$ cat config.mk
export PLATFORM = sky130hd
export DESIGN_NAME = arm_control_unit
export DESIGN_NICKNAME = d
export VERILOG_FILES = /design/src/rtl/arm_control_unit.sv
export SDC_FILE = /design/constraint.sdc
export NUM_CORES = 1
export LEC_CHECK = 0
export ABC_CLOCK_PERIOD_IN_PS = 3000
export CORE_AREA = 4 4 74 76
export CTS_CLUSTER_DIAMETER = 200
export DETAILED_ROUTE_END_ITERATION = 6
export DIE_AREA = 0 0 78 80
export PLACE_DENSITY = 0.79
export SYNTH_ARGS = -nofsm -noshare
export SYNTH_HDL_FRONTEND = slang
export SYNTH_SLANG_ARGS = --single-unit
$ cat constraint.sdc
create_clock -name clk -period 3 [get_ports clk]
set_input_delay 0.3 -clock clk [delete_from_list [all_inputs] [get_ports clk]]
set_output_delay 0.3 -clock clk [all_outputs]
set_load 0.03 [all_outputs]
$ cat src/rtl/arm_control_unit.sv
// Control unit for the single-cycle ARM datapath: instruction decode, NZCV flag
// register, condition evaluation and saturating executed/skipped counters.
module arm_control_unit #(
    parameter int unsigned CNT_W = 16
) (
    input  logic             clk,
    input  logic             rst,
    input  logic [3:0]       cond,
    input  logic [1:0]       op,
    input  logic [5:0]       funct,
    input  logic [3:0]       rd,
    input  logic [3:0]       alu_flags,
    output logic             pc_src,
    output logic             mem_to_reg,
    output logic             mem_write,
    output logic [3:0]       alu_control,
    output logic             alu_src,
    output logic             reg_write,
    output logic [1:0]       reg_src,
    output logic [3:0]       flags,
    output logic             illegal_instr,
    output logic [CNT_W-1:0] exec_count,
    output logic [CNT_W-1:0] skip_count
);

    localparam logic [3:0] ALU_ADD = 4'b0000;
    localparam logic [3:0] ALU_SUB = 4'b0001;
    localparam logic [3:0] ALU_AND = 4'b0010;
    localparam logic [3:0] ALU_ORR = 4'b0011;

    localparam logic [1:0] OP_DP  = 2'b00;
    localparam logic [1:0] OP_MEM = 2'b01;
    localparam logic [1:0] OP_BR  = 2'b10;

    localparam logic [3:0] CMD_AND = 4'b0000;
    localparam logic [3:0] CMD_SUB = 4'b0010;
    localparam logic [3:0] CMD_ADD = 4'b0100;
    localparam logic [3:0] CMD_CMP = 4'b1010;
    localparam logic [3:0] CMD_ORR = 4'b1100;

    localparam logic [3:0] COND_EQ = 4'h0;
    localparam logic [3:0] COND_NE = 4'h1;
    localparam logic [3:0] COND_CS = 4'h2;
    localparam logic [3:0] COND_CC = 4'h3;
    localparam logic [3:0] COND_MI = 4'h4;
    localparam logic [3:0] COND_PL = 4'h5;
    localparam logic [3:0] COND_VS = 4'h6;
    localparam logic [3:0] COND_VC = 4'h7;
    localparam logic [3:0] COND_HI = 4'h8;
    localparam logic [3:0] COND_LS = 4'h9;
    localparam logic [3:0] COND_GE = 4'hA;
    localparam logic [3:0] COND_LT = 4'hB;
    localparam logic [3:0] COND_GT = 4'hC;
    localparam logic [3:0] COND_LE = 4'hD;
    localparam logic [3:0] COND_AL = 4'hE;

    localparam logic [CNT_W-1:0] CNT_MAX = {CNT_W{1'b1}};
    localparam logic [CNT_W-1:0] CNT_ONE = {{(CNT_W-1){1'b0}}, 1'b1};

    logic [3:0]       flags_q, flags_d;
    logic [CNT_W-1:0] exec_count_q, exec_count_d;
    logic [CNT_W-1:0] skip_count_q, skip_count_d;

    logic [3:0] cmd;
    logic       dec_reg_write;
    logic       dec_mem_write;
    logic       dec_branch;
    logic       dec_pc_src;
    logic       dec_fw_nz;
    logic       dec_fw_cv;
    logic       dec_illegal;
    logic       dp_writes_flags;
    logic       dp_arith;
    logic       cond_ex;
    logic       fw_nz;
    logic       fw_cv;
    logic       flag_n, flag_z, flag_c, flag_v;

    assign cmd = funct[4:1];

    always_comb begin
        dec_reg_write   = 1'b0;
        dec_mem_write   = 1'b0;
        dec_branch      = 1'b0;
        dec_illegal     = 1'b0;
        dp_writes_flags = 1'b0;
        dp_arith        = 1'b0;
        mem_to_reg      = 1'b0;
        alu_src         = 1'b0;
        alu_control     = ALU_ADD;
        reg_src         = 2'b00;

        unique case (op)
            OP_DP: begin
                alu_src         = funct[5];
                dp_writes_flags = funct[0];
                case (cmd)
                    CMD_ADD: begin
                        alu_control   = ALU_ADD;
                        dec_reg_write = 1'b1;
                        dp_arith      = 1'b1;
                    end
                    CMD_SUB: begin
                        alu_control   = ALU_SUB;
                        dec_reg_write = 1'b1;
                        dp_arith      = 1'b1;
                    end
                    CMD_AND: begin
                        alu_control   = ALU_AND;
                        dec_reg_write = 1'b1;
                    end
                    CMD_ORR: begin
                        alu_control   = ALU_ORR;
                        dec_reg_write = 1'b1;
                    end
                    // CMP exists only for its flags, so it writes them even without S
                    CMD_CMP: begin
                        alu_control     = ALU_SUB;
                        dp_writes_flags = 1'b1;
                        dp_arith        = 1'b1;
                    end
                    default: begin
                        dec_illegal     = 1'b1;
                        alu_src         = 1'b0;
                        dp_writes_flags = 1'b0;
                    end
                endcase
            end
            OP_MEM: begin
                alu_src     = ~funct[5];
                alu_control = ALU_ADD;
                if (funct[0]) begin
                    mem_to_reg    = 1'b1;
                    dec_reg_write = 1'b1;
                end else begin
                    dec_mem_write = 1'b1;
                    reg_src       = 2'b10;
                end
            end
            OP_BR: begin
                reg_src     = 2'b01;
                alu_src     = 1'b1;
                alu_control = ALU_ADD;
                dec_branch  = 1'b1;
            end
            default: begin
                dec_illegal = 1'b1;
            end
        endcase
    end

    assign dec_fw_nz  = dp_writes_flags;
    assign dec_fw_cv  = dp_writes_flags & dp_arith;
    assign dec_pc_src = dec_branch | (dec_reg_write & (rd == 4'hF));

    assign flag_n = flags_q[3];
    assign flag_z = flags_q[2];
    assign flag_c = flags_q[1];
    assign flag_v = flags_q[0];

    // Evaluated on the registered flags: an instruction never sees its own result
    always_comb begin
        cond_ex = 1'b0;
        case (cond)
            COND_EQ: cond_ex = flag_z;
            COND_NE: cond_ex = ~flag_z;
            COND_CS: cond_ex = flag_c;
            COND_CC: cond_ex = ~flag_c;
            COND_MI: cond_ex = flag_n;
            COND_PL: cond_ex = ~flag_n;
            COND_VS: cond_ex = flag_v;
            COND_VC: cond_ex = ~flag_v;
            COND_HI: cond_ex = flag_c & ~flag_z;
            COND_LS: cond_ex = ~flag_c | flag_z;
            COND_GE: cond_ex = (flag_n == flag_v);
            COND_LT: cond_ex = (flag_n != flag_v);
            COND_GT: cond_ex = ~flag_z & (flag_n == flag_v);
            COND_LE: cond_ex = flag_z | (flag_n != flag_v);
            COND_AL: cond_ex = 1'b1;
            default: cond_ex = 1'b0;
        endcase
    end

    assign fw_nz = dec_fw_nz & cond_ex;
    assign fw_cv = dec_fw_cv & cond_ex;

    // Architectural writes are held off combinationally for the whole reset window
    assign pc_src        = dec_pc_src    & cond_ex & rst;
    assign reg_write     = dec_reg_write & cond_ex & rst;
    assign mem_write     = dec_mem_write & cond_ex & rst;
    assign illegal_instr = dec_illegal;

    always_comb begin
        flags_d = flags_q;
        if (fw_nz) begin
            flags_d[3:2] = alu_flags[3:2];
        end
        if (fw_cv) begin
            flags_d[1:0] = alu_flags[1:0];
        end
    end

    always_comb begin
        exec_count_d = exec_count_q;
        skip_count_d = skip_count_q;
        if (!dec_illegal) begin
            if (cond_ex) begin
                if (exec_count_q != CNT_MAX) begin
                    exec_count_d = exec_count_q + CNT_ONE;
                end
            end else begin
                if (skip_count_q != CNT_MAX) begin
                    skip_count_d = skip_count_q + CNT_ONE;
                end
            end
        end
    end

    always_ff @(posedge clk or negedge rst) begin
        if (!rst) begin
            flags_q      <= 4'b0000;
            exec_count_q <= '0;
            skip_count_q <= '0;
        end else begin
            flags_q      <= flags_d;
            exec_count_q <= exec_count_d;
            skip_count_q <= skip_count_d;
        end
    end

    assign flags      = flags_q;
    assign exec_count = exec_count_q;
    assign skip_count = skip_count_q;

endmodule

; ---- Word-level counts from Yosys, hierarchy flattened
; Cells that the tools add are included.
; Widths: inputs -> output; s select.
[word_totals]
reg_bits = 36
inputBits = 22
[classes]
add_sub_neg = 2
eq_ne = 25
n_mux = 20
bitwise = 22
reduce_logical = 10
[ops]
columns = op, n
row1 = $eq 4x4->1 const B, 10
row2 = $add 16x1->16 const B, 2
row3 = $ne 16x16->1 const B, 2
row4 = $eq 4x3->1 const B, 5
row5 = $pmux 1 s15, 1
row6 = $and 1x1->1, 12
row7 = $eq 4x2->1 const B, 3
row8 = $mux 1, 11
row9 = $logic_not 4->1, 2
row10 = $not 1->1, 7
row11 = $pmux 1 s2, 3
row12 = $pmux 2 s3, 1
row13 = $reduce_and 3->1, 2
row14 = $reduce_or 5->1, 1
row15 = $eq 4x1->1 const B, 1
row16 = $mux 2, 2
row17 = $pmux 2 s2, 1
row18 = $reduce_or 2->1, 2
row19 = $reduce_or 4->1, 1
row20 = $or 1x1->1, 3
row21 = $pmux 1 s3, 1
row22 = $reduce_or 3->1, 1
row23 = $eq 2x1->1 const B, 1
row24 = $eq 2x2->1 const B, 1
row25 = other kinds (3), 3

; ---- Depth between registers and ports, before layout
[depth]
depth_word = 8
ltp_mapped = 8

; ---- Worst setup path after synthesis
; OpenSTA, ideal clock, no wires.
[synth_timing]
path_type = register to output
start = register flags_q[3] (netlist: flags[3])
end = output mem_write
t_arrival_ns = 2.562
required_time_ns = 2.700
path_slack_ns = 0.138
stages_incl_launch_ff = 7
path_cell_list = dfrtp_1 -> xnor2_1 -> mux2i_1 -> nor4b_1 -> nor4_4 -> buf_6 -> nor4bb_1
[synth_via]
elab_chain_len = 5
elab_cells_between_ends = 8
classes_between = 2 x eq/ne / 1 x mux / 5 x bitwise
[synth_rtl]
columns = element, line
row1 = from (decl), 60  ; logic [3:0] flags_q, flags_d;
row2 = from (signal assigned), 225  ; flags_q <= flags_d;
row3 = $ne 1x1->1 / $eq 1x1->1 (equally long branches), -
row4 = $or 1x1->1 / $and 1x1->1 (equally long branches), "178, 177"
row5 = $pmux 1 s15 *, 164  ; case (cond)
row6 = $and 1x1->1 * (2 in a row), 190  ; assign mem_write = dec_mem_write & cond_ex & rst;
row7 = to (decl), 15  ; output logic mem_write,
; Every way passes the cells marked *; elsewhere a longest branch is shown, timed or not.

; ---- Worst setup path after layout
[layout_timing]
start = input cond[2]
end = output mem_write
[layout_via]
elab_chain_len = 4
elab_cells_between_ends = 18
classes_between = 14 x eq/ne / 1 x mux / 2 x bitwise / 1 x reduce/logical
[layout_rtl]
columns = element, line
row1 = from (decl), 8  ; input logic [3:0] cond,
row2 = $eq 4x4->1 (tied with other cells), 164
row3 = $pmux 1 s15 *, 164
row4 = $and 1x1->1 * (2 in a row), 190
; Marks and branches as above.

==> impl_metrics.tcl <==
set metrics [dict create \
    synth.distinct_cells 44 \
    initialDrtViolationCount 120 \
    critPathCapture "mem_write" \
    dr.pass1.iters 7 \
    slowest_delay_ns 0.66 \
    p_comb_share_pct 40.6 \
    grt_pass1_vias 1972 \
    final_nets 328 \
    ir_worst_vdd_mv 0.5782 \
    swShare_pct 39.21 \
    place.port_buffers 67 \
    worstSetupStartpoint "cond[2]" \
    grt_overflow 0 \
    hp-class "in -> async" \
    path_cells "clkdlybuf4s50_1 -> mux2i_1 -> nor3_1 -> o32a_1 -> nor4_4 -> buf_6 -> nor4bb_1 -> buf_4" \
    path_depth 8 \
    reg2reg_from "flags[0]" \
    io_pins 70 \
    vias 1999 \
    maxSlewViolCount 0 \
    powerDensity_nw_per_um2 595.4 \
    synth_warnings 0 \
    endpoint_kind "output pin" \
    numCtsBuffers 5 \
    setup-violations-final 0 \
    r2r_end "flags[0]" \
    cts.sink_count 36 \
    grt.total_usage_pct 19.38 \
    initial_core_util_pct 46.62 \
    cts-root-buf "clkbuf_8" \
    postRouteAntennaNets 0 \
    synth-edff-count 0 \
    yosysSeqAreaShare_pct 40.91 \
    rrSetupSlack_ns 0.54 \
    cpMaxStageDelayCell "clkdlybuf4s50_1" \
    worstPathArrival_ns 2.51 \
    cts-htree-levels 2 \
    postCtsHoldBufs 0 \
    antenna_found_initial 0 \
    required_ns 2.70 \
    grt_pass1_wl_mm 9.494 \
    drive_gt1_share_pct 9.967 \
    clk_latency_ns 0.29 \
    postCtsSetupBuffers 0 \
    clk_path_buf_depth 2 \
    drc_errors 0 \
    avgViaCountPerCell 5.432 \
    async_reset_ff_share_pct 100.0 \
    finalSetupTns_ns 0 \
    synth_flop_cell "dfrtp_1" \
    criticalPathCategory "in -> out" \
    die_h_um 80 \
    worst_slack_ns 0.1866 \
    skew_ns 0.007467 \
    critPathMaxFanout 20 \
    cts_tree "yes" \
    critPathTopFamily "buffers and inverters" \
    dieArea_sq_um 6240 \
    outcome "complete, no violations" \
    synth-seq-cells 36 \
    grt_max_degree 37 \
    p_clk_share_pct 19.7 \
    finalCriticalPeriod_ns 2.813 \
    max_cap_viol_count 0 \
    rsz0062_at_grt "false" \
    r2r_cells 7 \
    synth_area_sq_um 2202 \
    area_delta_synth_final_pct 39.03 \
    p_leak_nw 1.314 \
    core_sq_um 4723 \
    intPower_mw 1.108 \
    fmax_mhz 355.4 \
    netlist_instances 225 \
    path_clk_slew_ns 0.07 \
    tightest_slew_ns 0.5726 \
    avgRoutedWirePerCell_um 14.70 \
    fin_crit_sh_pct 93.78 \
    path_buf_inv 3 \
    wl_mm 5.408 \
    die_w_um 78 \
    diodes 0 \
    net-switching-power_mw 0.7148 \
    seqPwrFrac_pct 39.6 \
    place_congestion 0.8346 \
    dpl.hpwl_mm 4.059 \
    relSlewSlack_pct 61.60 \
    place_ws_ns 0.006079 \
    hold_violations 0 \
    startpoint_type "input port" \
    rows 25 \
    syn_avg_cell_area_sq_um 9.787 \
]
## per-layer routing
metal	vias to the layer above	track usage (%)	routed length, um
met4	0	7.343	85
met1	960	25.43	2548
li1	973	-	-
met5	-	0	0
met2	61	30.48	2498
met3	5	5.305	276
## registers in the layout (all words and copies together), names as in the netlist
register,count
skip_count,16
exec_count,16
flags,4
## cell families (layout without fill, tap and decap cells)
kind of cell,after synthesis,count (layout),synth area share (%)
buf+inv,14,89,3.181
other cells,1,2,0.1703
xor+xnor,30,30,11.93
flops,36,36,40.91
compound gates,20,20,6.136
mux,11,11,5.512
simple gates,107,107,28.75
fa+ha+maj,6,6,3.409
## cell type report
| class | count | area [sq um] |
|---|---|---|
| Tap cell | 67 | 83.83 |
| Inverter | 5 | 18.77 |
| Clock inverter | 1 | 7.507 |
| Timing Repair Buffer | 76 | 729.5 |
| Fill cell | 394 | 1662 |
| Sequential cell | 36 | 900.9 |
| Multi-Input combinational cell | 176 | 1235 |
| Clock buffer | 7 | 86.33 |
## how the worst min path moves through the flow
stage / to / slack [ns] / depth (start not counted)
6_report: skip_count[3] / 0.10 / 2
5_1_grt: skip_count[3] / 0.13 / 2
4_1_cts: skip_count[3] / 0.11 / 2
3_5_place_dp: skip_count[3] / 0.43 / 2
3_3_place_gp: skip_count[0] / 0.43 / 2
2_1_floorplan: exec_count[0] / 0.004 / 0
## synth_stat cells, types with 2 or more instances
master / count / share of area [%]
ha_1: 6 / 3.4
nand3_1: 10 / 2.3
nor4_1: 5 / 1.4
nor3_1: 6 / 1.4
o211a_1: 2 / 0.91
a31oi_1: 2 / 0.57
nand4_1: 19 / 5.4
buf_2: 2 / 0.45
a211oi_1: 3 / 1.0
nand2b_1: 5 / 1.4
mux2i_1: 2 / 0.91
nor4bb_1: 3 / 1.4
and2_1: 2 / 0.57
xor2_1: 13 / 5.2
nor3b_1: 3 / 1.0
nand3b_1: 2 / 0.68
mux2_1: 2 / 1.0
buf_4: 2 / 0.68
clkbuf_1: 3 / 0.51
inv_1: 5 / 0.85
and3_1: 12 / 3.4
or3b_2: 2 / 0.80
a21oi_1: 7 / 1.6
nor2b_1: 4 / 1.1
mux2_2: 7 / 3.6
nor2_1: 13 / 2.2
xnor2_1: 17 / 6.8
o21ai_0: 2 / 0.45
dfrtp_1: 36 / 41
nand2_1: 14 / 2.4
## metrics by stage
stage | power [mW] | utilization, % | instance area, sq um | instances | hold slack (ns)
finish | 1.823 | 64.82 | 3062 | 368 | 0.1025
global placement | 1.456 | 62.81 | 2967 | 360 | 0.4275
detailed placement | 1.475 | 62.81 | 2967 | 360 | 0.4262
CTS | 1.843 | 64.74 | 3058 | 368 | 0.1072
floorplan | 1.140 | - | 2206 | 226 | 0.004409
global route | 1.935 | 64.82 | 3062 | 368 | 0.1339
## worst register-to-register path: cells and delay by family (launching register included)
kind | cells | cell delay [ns]
xor+xnor | 1 | 0.19
simple gates | 2 | 0.57
buf+inv | 1 | 0.25
mux | 1 | 0.34
flops | 1 | 0.47
compound gates | 2 | 0.54
## power groups by stage
| stage | combinational [mW] | clock (mW) | sequential [mW] |
|---|---|---|---|
| 2_1_floorplan | 0.243 | 0 | 0.897 |
| 3_3_place_gp | 0.728 | 0 | 0.729 |
| 3_5_place_dp | 0.744 | 0 | 0.731 |
| 4_1_cts | 0.745 | 0.375 | 0.723 |
| 5_1_grt | 0.792 | 0.400 | 0.744 |
| 6_report | 0.741 | 0.360 | 0.723 |
## cells in the final DEF (no fill, tap or decap), types with 7 or more instances in the layout
cell type / Yosys / final
clkdlybuf4s50_1: 0 / 62
xor2_1: 13 / 13
nor2_1: 13 / 13
a21oi_1: 7 / 7
nand2_1: 14 / 14
and3_1: 12 / 12
nand4_1: 19 / 19
buf_4: 2 / 10
dfrtp_1: 36 / 36
xnor2_1: 17 / 17
nand3_1: 10 / 10
mux2_2: 7 / 7
## what timing repair did
item | in CTS | in global routing
resized for setup | 2 | 1
pin swaps | 0 | 0
endpoints found under the setup margin | 2 | 1
cloned | 0 | 0
Power figures use the tool's default switching activity.
